$ cat src/rtl/mole_round_scheduler_pkg.sv
// Shared types and helpers for the mole round scheduler.
//   sched_state_t : round sequencing states
//   sched_out_t   : bundle of registered scheduler outputs
//   seg_pick()    : maps an LFSR value to a segment 0..6, never repeating the previous one
package whack_pkg;

   typedef enum logic [1:0] {IDLE, GAP, ACTIVE, DONE} sched_state_t;

   localparam int SEG_COUNT = 7;

   typedef struct packed {
      logic       spawn;
      logic       mole_active;
      logic [2:0] target_seg;
      logic       miss;
      logic [3:0] level;
      logic [7:0] miss_cnt;
      logic       busy;
   } sched_out_t;

   // rnd==7 has no segment, so it folds onto 0; a repeat of the previous
   // segment is bumped to the next one, wrapping 6 -> 0.
   function automatic logic [2:0] seg_pick(input logic [2:0] rnd, input logic [2:0] prev);
      logic [2:0] cand;
      cand = (rnd == 3'd7) ? 3'd0 : rnd;
      if (cand == prev)
         cand = (cand == 3'(SEG_COUNT - 1)) ? 3'd0 : cand + 3'd1;
      return cand;
   endfunction

endpackage

$ cat src/rtl/mole_round_scheduler_counter.sv
// Loadable down-counter that parks at zero.
//   clk, rst_n : clock, async active-low reset
//   load       : load load_val (has priority over en)
//   load_val   : value to load
//   en         : decrement by one when nonzero
//   count      : current value
//   zero       : count == 0
module load_down_counter #(
   parameter int W = 24
) (
   input  logic         clk,
   input  logic         rst_n,
   input  logic         load,
   input  logic [W-1:0] load_val,
   input  logic         en,
   output logic [W-1:0] count,
   output logic         zero
);

   always_ff @(posedge clk or negedge rst_n) begin
      if (!rst_n)
         count <= '0;
      else if (load)
         count <= load_val;
      else if (en && (count != '0))
         count <= count - W'(1);
   end

   assign zero = (count == '0);

endmodule

$ cat src/rtl/mole_round_scheduler.sv
// Mole round scheduler: gap -> spawn one mole -> dwell window -> hit or miss,
// with difficulty (level, shorter dwell) rising as hits accumulate.
//   clk, rst_n  : clock, async active-low reset
//   start       : 1-cycle pulse, begins a game from IDLE or DONE
//   game_end    : level from the game timer, forces DONE from GAP/ACTIVE
//   rand_seg    : LFSR value used to choose the next segment
//   hit         : 1-cycle pulse, correct button for the current mole
//   spawn       : 1-cycle pulse, new mole shown
//   mole_active : mole visible / hit window open
//   target_seg  : segment of current mole, 0..6
//   miss        : 1-cycle pulse, dwell expired without hit
//   level       : difficulty level, saturating at MAX_LEVEL
//   miss_cnt    : misses this game, saturating at 255
//   busy        : high while in GAP or ACTIVE
module mole_round_scheduler
   import whack_pkg::*;
#(
   parameter int CNT_W          = 24,
   parameter int DWELL_INIT     = 1000000,
   parameter int DWELL_STEP     = 62500,
   parameter int DWELL_MIN      = 250000,
   parameter int GAP_CYCLES     = 200000,
   parameter int HITS_PER_LEVEL = 4,
   parameter int MAX_LEVEL      = 15
) (
   input  logic       clk,
   input  logic       rst_n,
   input  logic       start,
   input  logic       game_end,
   input  logic [2:0] rand_seg,
   input  logic       hit,
   output logic       spawn,
   output logic       mole_active,
   output logic [2:0] target_seg,
   output logic       miss,
   output logic [3:0] level,
   output logic [7:0] miss_cnt,
   output logic       busy
);

   localparam int HC_W = (HITS_PER_LEVEL > 1) ? $clog2(HITS_PER_LEVEL) : 1;

   sched_state_t     state, state_nxt;
   sched_out_t       out_q, out_d;
   logic [CNT_W-1:0] dwell_cfg, dwell_cfg_nxt;
   logic [HC_W-1:0]  hit_cnt, hit_cnt_nxt;
   logic [CNT_W:0]   dwell_dec;

   logic             gap_load, gap_en, gap_zero;
   logic             dwell_load, dwell_en, dwell_zero;
   // Count values are only for debug visibility; sequencing keys off zero.
   logic [CNT_W-1:0] gap_count_unused, dwell_count_unused;

   load_down_counter #(.W(CNT_W)) u_gap (
      .clk      (clk),
      .rst_n    (rst_n),
      .load     (gap_load),
      .load_val (CNT_W'(GAP_CYCLES - 1)),
      .en       (gap_en),
      .count    (gap_count_unused),
      .zero     (gap_zero)
   );

   load_down_counter #(.W(CNT_W)) u_dwell (
      .clk      (clk),
      .rst_n    (rst_n),
      .load     (dwell_load),
      .load_val (dwell_cfg - CNT_W'(1)),
      .en       (dwell_en),
      .count    (dwell_count_unused),
      .zero     (dwell_zero)
   );

   // One extra bit so a step larger than the remaining dwell shows up as a
   // set sign bit instead of wrapping to a huge window.
   assign dwell_dec = {1'b0, dwell_cfg} - (CNT_W+1)'(DWELL_STEP);

   always_ff @(posedge clk or negedge rst_n) begin
      if (!rst_n) begin
         state     <= IDLE;
         out_q     <= '0;
         dwell_cfg <= CNT_W'(DWELL_INIT);
         hit_cnt   <= '0;
      end else begin
         state     <= state_nxt;
         out_q     <= out_d;
         dwell_cfg <= dwell_cfg_nxt;
         hit_cnt   <= hit_cnt_nxt;
      end
   end

   always_comb begin
      state_nxt         = state;
      out_d             = out_q;
      out_d.spawn       = 1'b0;
      out_d.miss        = 1'b0;
      dwell_cfg_nxt     = dwell_cfg;
      hit_cnt_nxt       = hit_cnt;
      gap_load          = 1'b0;
      gap_en            = 1'b0;
      dwell_load        = 1'b0;
      dwell_en          = 1'b0;

      case (state)
         IDLE, DONE: begin
            if (start) begin
               state_nxt      = GAP;
               out_d.level    = '0;
               out_d.miss_cnt = '0;
               hit_cnt_nxt    = '0;
               dwell_cfg_nxt  = CNT_W'(DWELL_INIT);
               gap_load       = 1'b1;
            end
         end
         GAP: begin
            if (game_end) begin
               state_nxt = DONE;
            end else if (gap_zero) begin
               state_nxt         = ACTIVE;
               out_d.spawn       = 1'b1;
               out_d.mole_active = 1'b1;
               // target_seg doubles as the previous-segment memory.
               out_d.target_seg  = seg_pick(rand_seg, out_q.target_seg);
               dwell_load        = 1'b1;
            end else begin
               gap_en = 1'b1;
            end
         end
         ACTIVE: begin
            if (game_end) begin
               state_nxt         = DONE;
               out_d.mole_active = 1'b0;
            end else if (hit) begin
               // Hit is checked before expiry so a same-cycle hit wins.
               state_nxt         = GAP;
               out_d.mole_active = 1'b0;
               gap_load          = 1'b1;
               if (hit_cnt == HC_W'(HITS_PER_LEVEL - 1)) begin
                  hit_cnt_nxt = '0;
                  if (out_q.level != 4'(MAX_LEVEL))
                     out_d.level = out_q.level + 4'd1;
                  if (dwell_dec[CNT_W] || (dwell_dec < (CNT_W+1)'(DWELL_MIN)))
                     dwell_cfg_nxt = CNT_W'(DWELL_MIN);
                  else
                     dwell_cfg_nxt = dwell_dec[CNT_W-1:0];
               end else begin
                  hit_cnt_nxt = hit_cnt + HC_W'(1);
               end
            end else if (dwell_zero) begin
               state_nxt         = GAP;
               out_d.mole_active = 1'b0;
               out_d.miss        = 1'b1;
               gap_load          = 1'b1;
               if (out_q.miss_cnt != 8'hFF)
                  out_d.miss_cnt = out_q.miss_cnt + 8'd1;
            end else begin
               dwell_en = 1'b1;
            end
         end
         default: state_nxt = IDLE;
      endcase

      out_d.busy = (state_nxt == GAP) || (state_nxt == ACTIVE);
   end

   assign spawn       = out_q.spawn;
   assign mole_active = out_q.mole_active;
   assign target_seg  = out_q.target_seg;
   assign miss        = out_q.miss;
   assign level       = out_q.level;
   assign miss_cnt    = out_q.miss_cnt;
   assign busy        = out_q.busy;

endmodule

$ cat config.mk
export PLATFORM = sky130hd
export DESIGN_NAME = mole_round_scheduler
export DESIGN_NICKNAME = d
export VERILOG_FILES = /design/src/rtl/mole_round_scheduler_pkg.sv /design/src/rtl/mole_round_scheduler_counter.sv /design/src/rtl/mole_round_scheduler.sv
export SDC_FILE = /design/constraint.sdc
export NUM_CORES = 1
export LEC_CHECK = 0
export ABC_AREA = 1
export CORE_ASPECT_RATIO = 0.6
export CORE_MARGIN = 3
export CORE_UTILIZATION = 45
export DETAILED_ROUTE_END_ITERATION = 8
export PLACE_DENSITY = 0.67
export SYNTH_ARGS = -nofsm -noshare
export SYNTH_HDL_FRONTEND = slang
export SYNTH_HIERARCHICAL = 1
export SYNTH_SLANG_ARGS = --single-unit
$ cat constraint.sdc
create_clock -name clk -period 6 [get_ports clk]
set_input_delay 1.2 -clock clk [delete_from_list [all_inputs] [get_ports clk]]
set_output_delay 1.2 -clock clk [all_outputs]
set_load 0.05 [all_outputs]
==> impl_metrics.py <==
metrics = {
    "run_status": {
        "status": "finished clean",
    },
    "floorplan": {
        "core_mm2": 0.0156,
        "ioPinCount": 27,
        "die_area_mm2": 0.0178,
        "rows": 35,
        "die_x_um": 170,
        "die_h_um": 104,
        "initial_core_util_pct": 46.6,
    },
    "synthesis": {
        "synth-seq-cells": 93,
        "synthFlopType": "dfrtp_1",
        "synthAdderAreaFrac_pct": 1.89,
        "synth_top_area_share_pct": 29.6,
        "synth_xor_area_share_pct": 5.28,
        "synth-simple-area-share_pct": 44.0,
        "yosys-top-cells-area": "dfrtp_1, nand2_1, nand3_1",
        "avgSynthCellArea_um2": 6.64,
        "synth_edf_count": 0,
        "syn_area_mm2": 0.00727,
        "synth.most_common_cell": "nand2_1",
        "synthMuxAreaShare_pct": 0,
        "yosysSeqAreaShare_pct": 32.1,
        "synth_compound_area_share_pct": 7.99,
        "yosysWarningCount": 6,
        "yosys-top-cells-count": "nand2_1, nor2_1, nand3_1",
        "synthCells": 1094,
        "synth_top_family_by_area": "simple AND/OR/NAND/NOR gates",
        "synth.distinct_cells": 46,
        "yosysTopAreaCell": "dfrtp_1",
        "async_flop_share_pct": 100,
    },
    "drt": {
        "drt-total-wl_mm": 19.7,
        "first_iter_violations": 726,
        "vias": 7023,
        "wl_per_cell_um": 14.7,
        "route.detailed.drc": 0,
        "drtAntennaViolNets": 0,
        "drt-pass1-iter-count": 5,
        "routed_via_density": 5.26,
    },
    "power_and_ir_drop": {
        "powerDensity_mw_per_mm2": 441,
        "irDropWorstVdd_uv": 188,
        "power_mw": 3.53,
        "p_leak_nw": 3.86,
    },
    "job": {
        "max-cap-violations": 0,
    },
    "sta": {
        "tightest_slew_ps": 1030,
        "fmax_ghz": 0.289,
        "fin_crit_ps": 3460,
        "setup_viol": 0,
        "grt_setup_unrepaired": "no",
        "finalMaxSlewViolations": 0,
        "setup_ws_ps": 2540,
        "finalHoldViolCount": 0,
        "relSlewSlack_pct": 31.4,
        "skew_ps": 7.70,
        "period_share_pct": 57.6,
        "tns_ps": 0,
    },
    "worst_setup_path": {
        "cp.arrival_ps": 3730,
        "required_ps": 6280,
        "critPathLaunchType": "primary input",
        "crit_fanout": 28,
        "critical_path_class": "primary input to register",
        "end_kind": "register",
    },
    "global_routing": {
        "grt_max_degree": 53,
        "grt_pass1_vias": 6248,
        "grt_use_total_pct": 22.7,
        "antenna_found_initial": 0,
        "grt_pass1_wl_mm": 33.0,
        "gr-total-overflow": 0,
    },
    "clock_network": {
        "clock_sinks": 93,
        "ctsRootBufferMaster": "clkbuf_16",
        "cts_setup_buffers": 0,
        "insertion_delay_ps": 350,
        "cts-buffers-inserted": 9,
        "h-tree-depth": 3,
        "clock_path_buffers": 2,
        "cts_tree": "yes",
        "path_clk_slew_ps": 80,
        "holdBufCountCts": 0,
        "cts.repair.resized": 0,
    },
    "min_path": {
        "hold_path.class": "register to register",
    },
    "place": {
        "place.gp.congestion": 1.02,
        "port_buffers": 26,
        "dpl.hpwl_mm": 15.0,
        "dpl_worst_slack_ps": 2180,
    },
    "finish": {
        "layout.nets": 1147,
        "area_growth_pct": 10.2,
        "diodes": 0,
        "layout-drive-gt1-share_pct": 10.2,
    },
}
state kept, by name (all words and copies together) (netlist names):
signal and count:
u_dwell/count 24, u_gap/count 24, hit_cnt 2, busy 1, miss_cnt 8, mole_active 1, level 4, miss 1
state 2, target_seg 3, spawn 1, dwell_cfg 22
critical path: stages:
cell and delay (ps):
clkdlybuf4s50_1 460, nor2_1 690, nand2_1 140, a21oi_2 150
buf_4 320, inv_2 290, nand2_4 290, nand2_1 100
o21ai_2 70
layout make-up:
| type | count | area, µm² |
|---|---|---|
| flip-flops and latches | 93 | 2340 |
| clock inverters | 7 | 88.8 |
| repair buffers | 30 | 288 |
| fillers | 1563 | 7580 |
| multi-input cells | 884 | 4410 |
| clock buffers | 9 | 225 |
| inverters | 110 | 413 |
| well taps | 203 | 254 |
layer usage:
layer  up-vias  part of all wire (%)  track usage (%)
met5         -                     0                0
met4         0                  0.59             3.18
met2       258                    35             27.6
met1      3191                    55             39.3
li1       3560                     -                -
met3        14                   9.6             5.55
worst paths after layout:
path	from	to	slack (ps)	cells after the start
max in group asynchronous	rst_n	u_dwell/count[5]$_DFFE_PN0P_	4100	2
hold / removal	hit_cnt[0]$_DFFE_PN0P_	hit_cnt[0]$_DFFE_PN0P_	490	1
setup reg to reg	state[0]$_DFF_PN0_	u_gap/count[7]$_DFFE_PN0P_	2640	11
min in group asynchronous	rst_n	miss_cnt[4]$_DFFE_PN0P_	870	1
hold reg to reg	hit_cnt[0]$_DFFE_PN0P_	hit_cnt[0]$_DFFE_PN0P_	490	1
setup / recovery	game_end	u_gap/count[7]$_DFFE_PN0P_	2540	9
through the flow:
| stage | cell area, µm² | util (%) | hold slack (ps) | instances |
|---|---|---|---|---|
| floorplan | 7360 | - | 454 | 1118 |
| CTS | 8010 | 51.4 | 494 | 1336 |
| detailed placement | 7700 | 49.4 | 483 | 1320 |
| global route | 8010 | 51.4 | 514 | 1336 |
| global placement | 7700 | 49.4 | 478 | 1320 |
| finish | 8010 | 51.4 | 495 | 1336 |
placed cells by master (no fill, tap or decap), types with 6 or more instances in the layout:
master           count
nand3_2              6
xnor2_1             16
inv_2               10
inv_1              100
a21oi_1             26
nor2_2              15
o21ai_0             37
nand2_1            343
nand2_4              8
nand3b_1             6
conb_1              26
xor2_1              26
o22ai_1              6
nand2_2             15
nand3_1            132
nor2_1             133
ha_1                11
clkbuf_16            9
nand4_1             22
clkdlybuf4s50_1     25
dfrtp_1             86
o21ai_2             16
dfstp_2              7
nor3_1               7
power breakdown:
group | internal, mW | leakage (nW) | switching (mW)
Sequential | 0.797 | 1.22 | 0.217
Clock | 0.335 | 0.152 | 0.290
Combinational | 0.604 | 2.49 | 1.29
Total | 1.74 | 3.86 | 1.80
kinds of logic (layout without fill, tap and decap cells):
logic type                 after synthesis  count (layout)
adders and majority gates               11              11
buffers and inverters                  141             156
xor gates and xnor gates                43              43
and+or+nand+nor                        706             706
other                                    2              26
DFF                                     93              93
AOI/OAI and AO/OA                       98              98
Power figures use the tool's default switching activity.
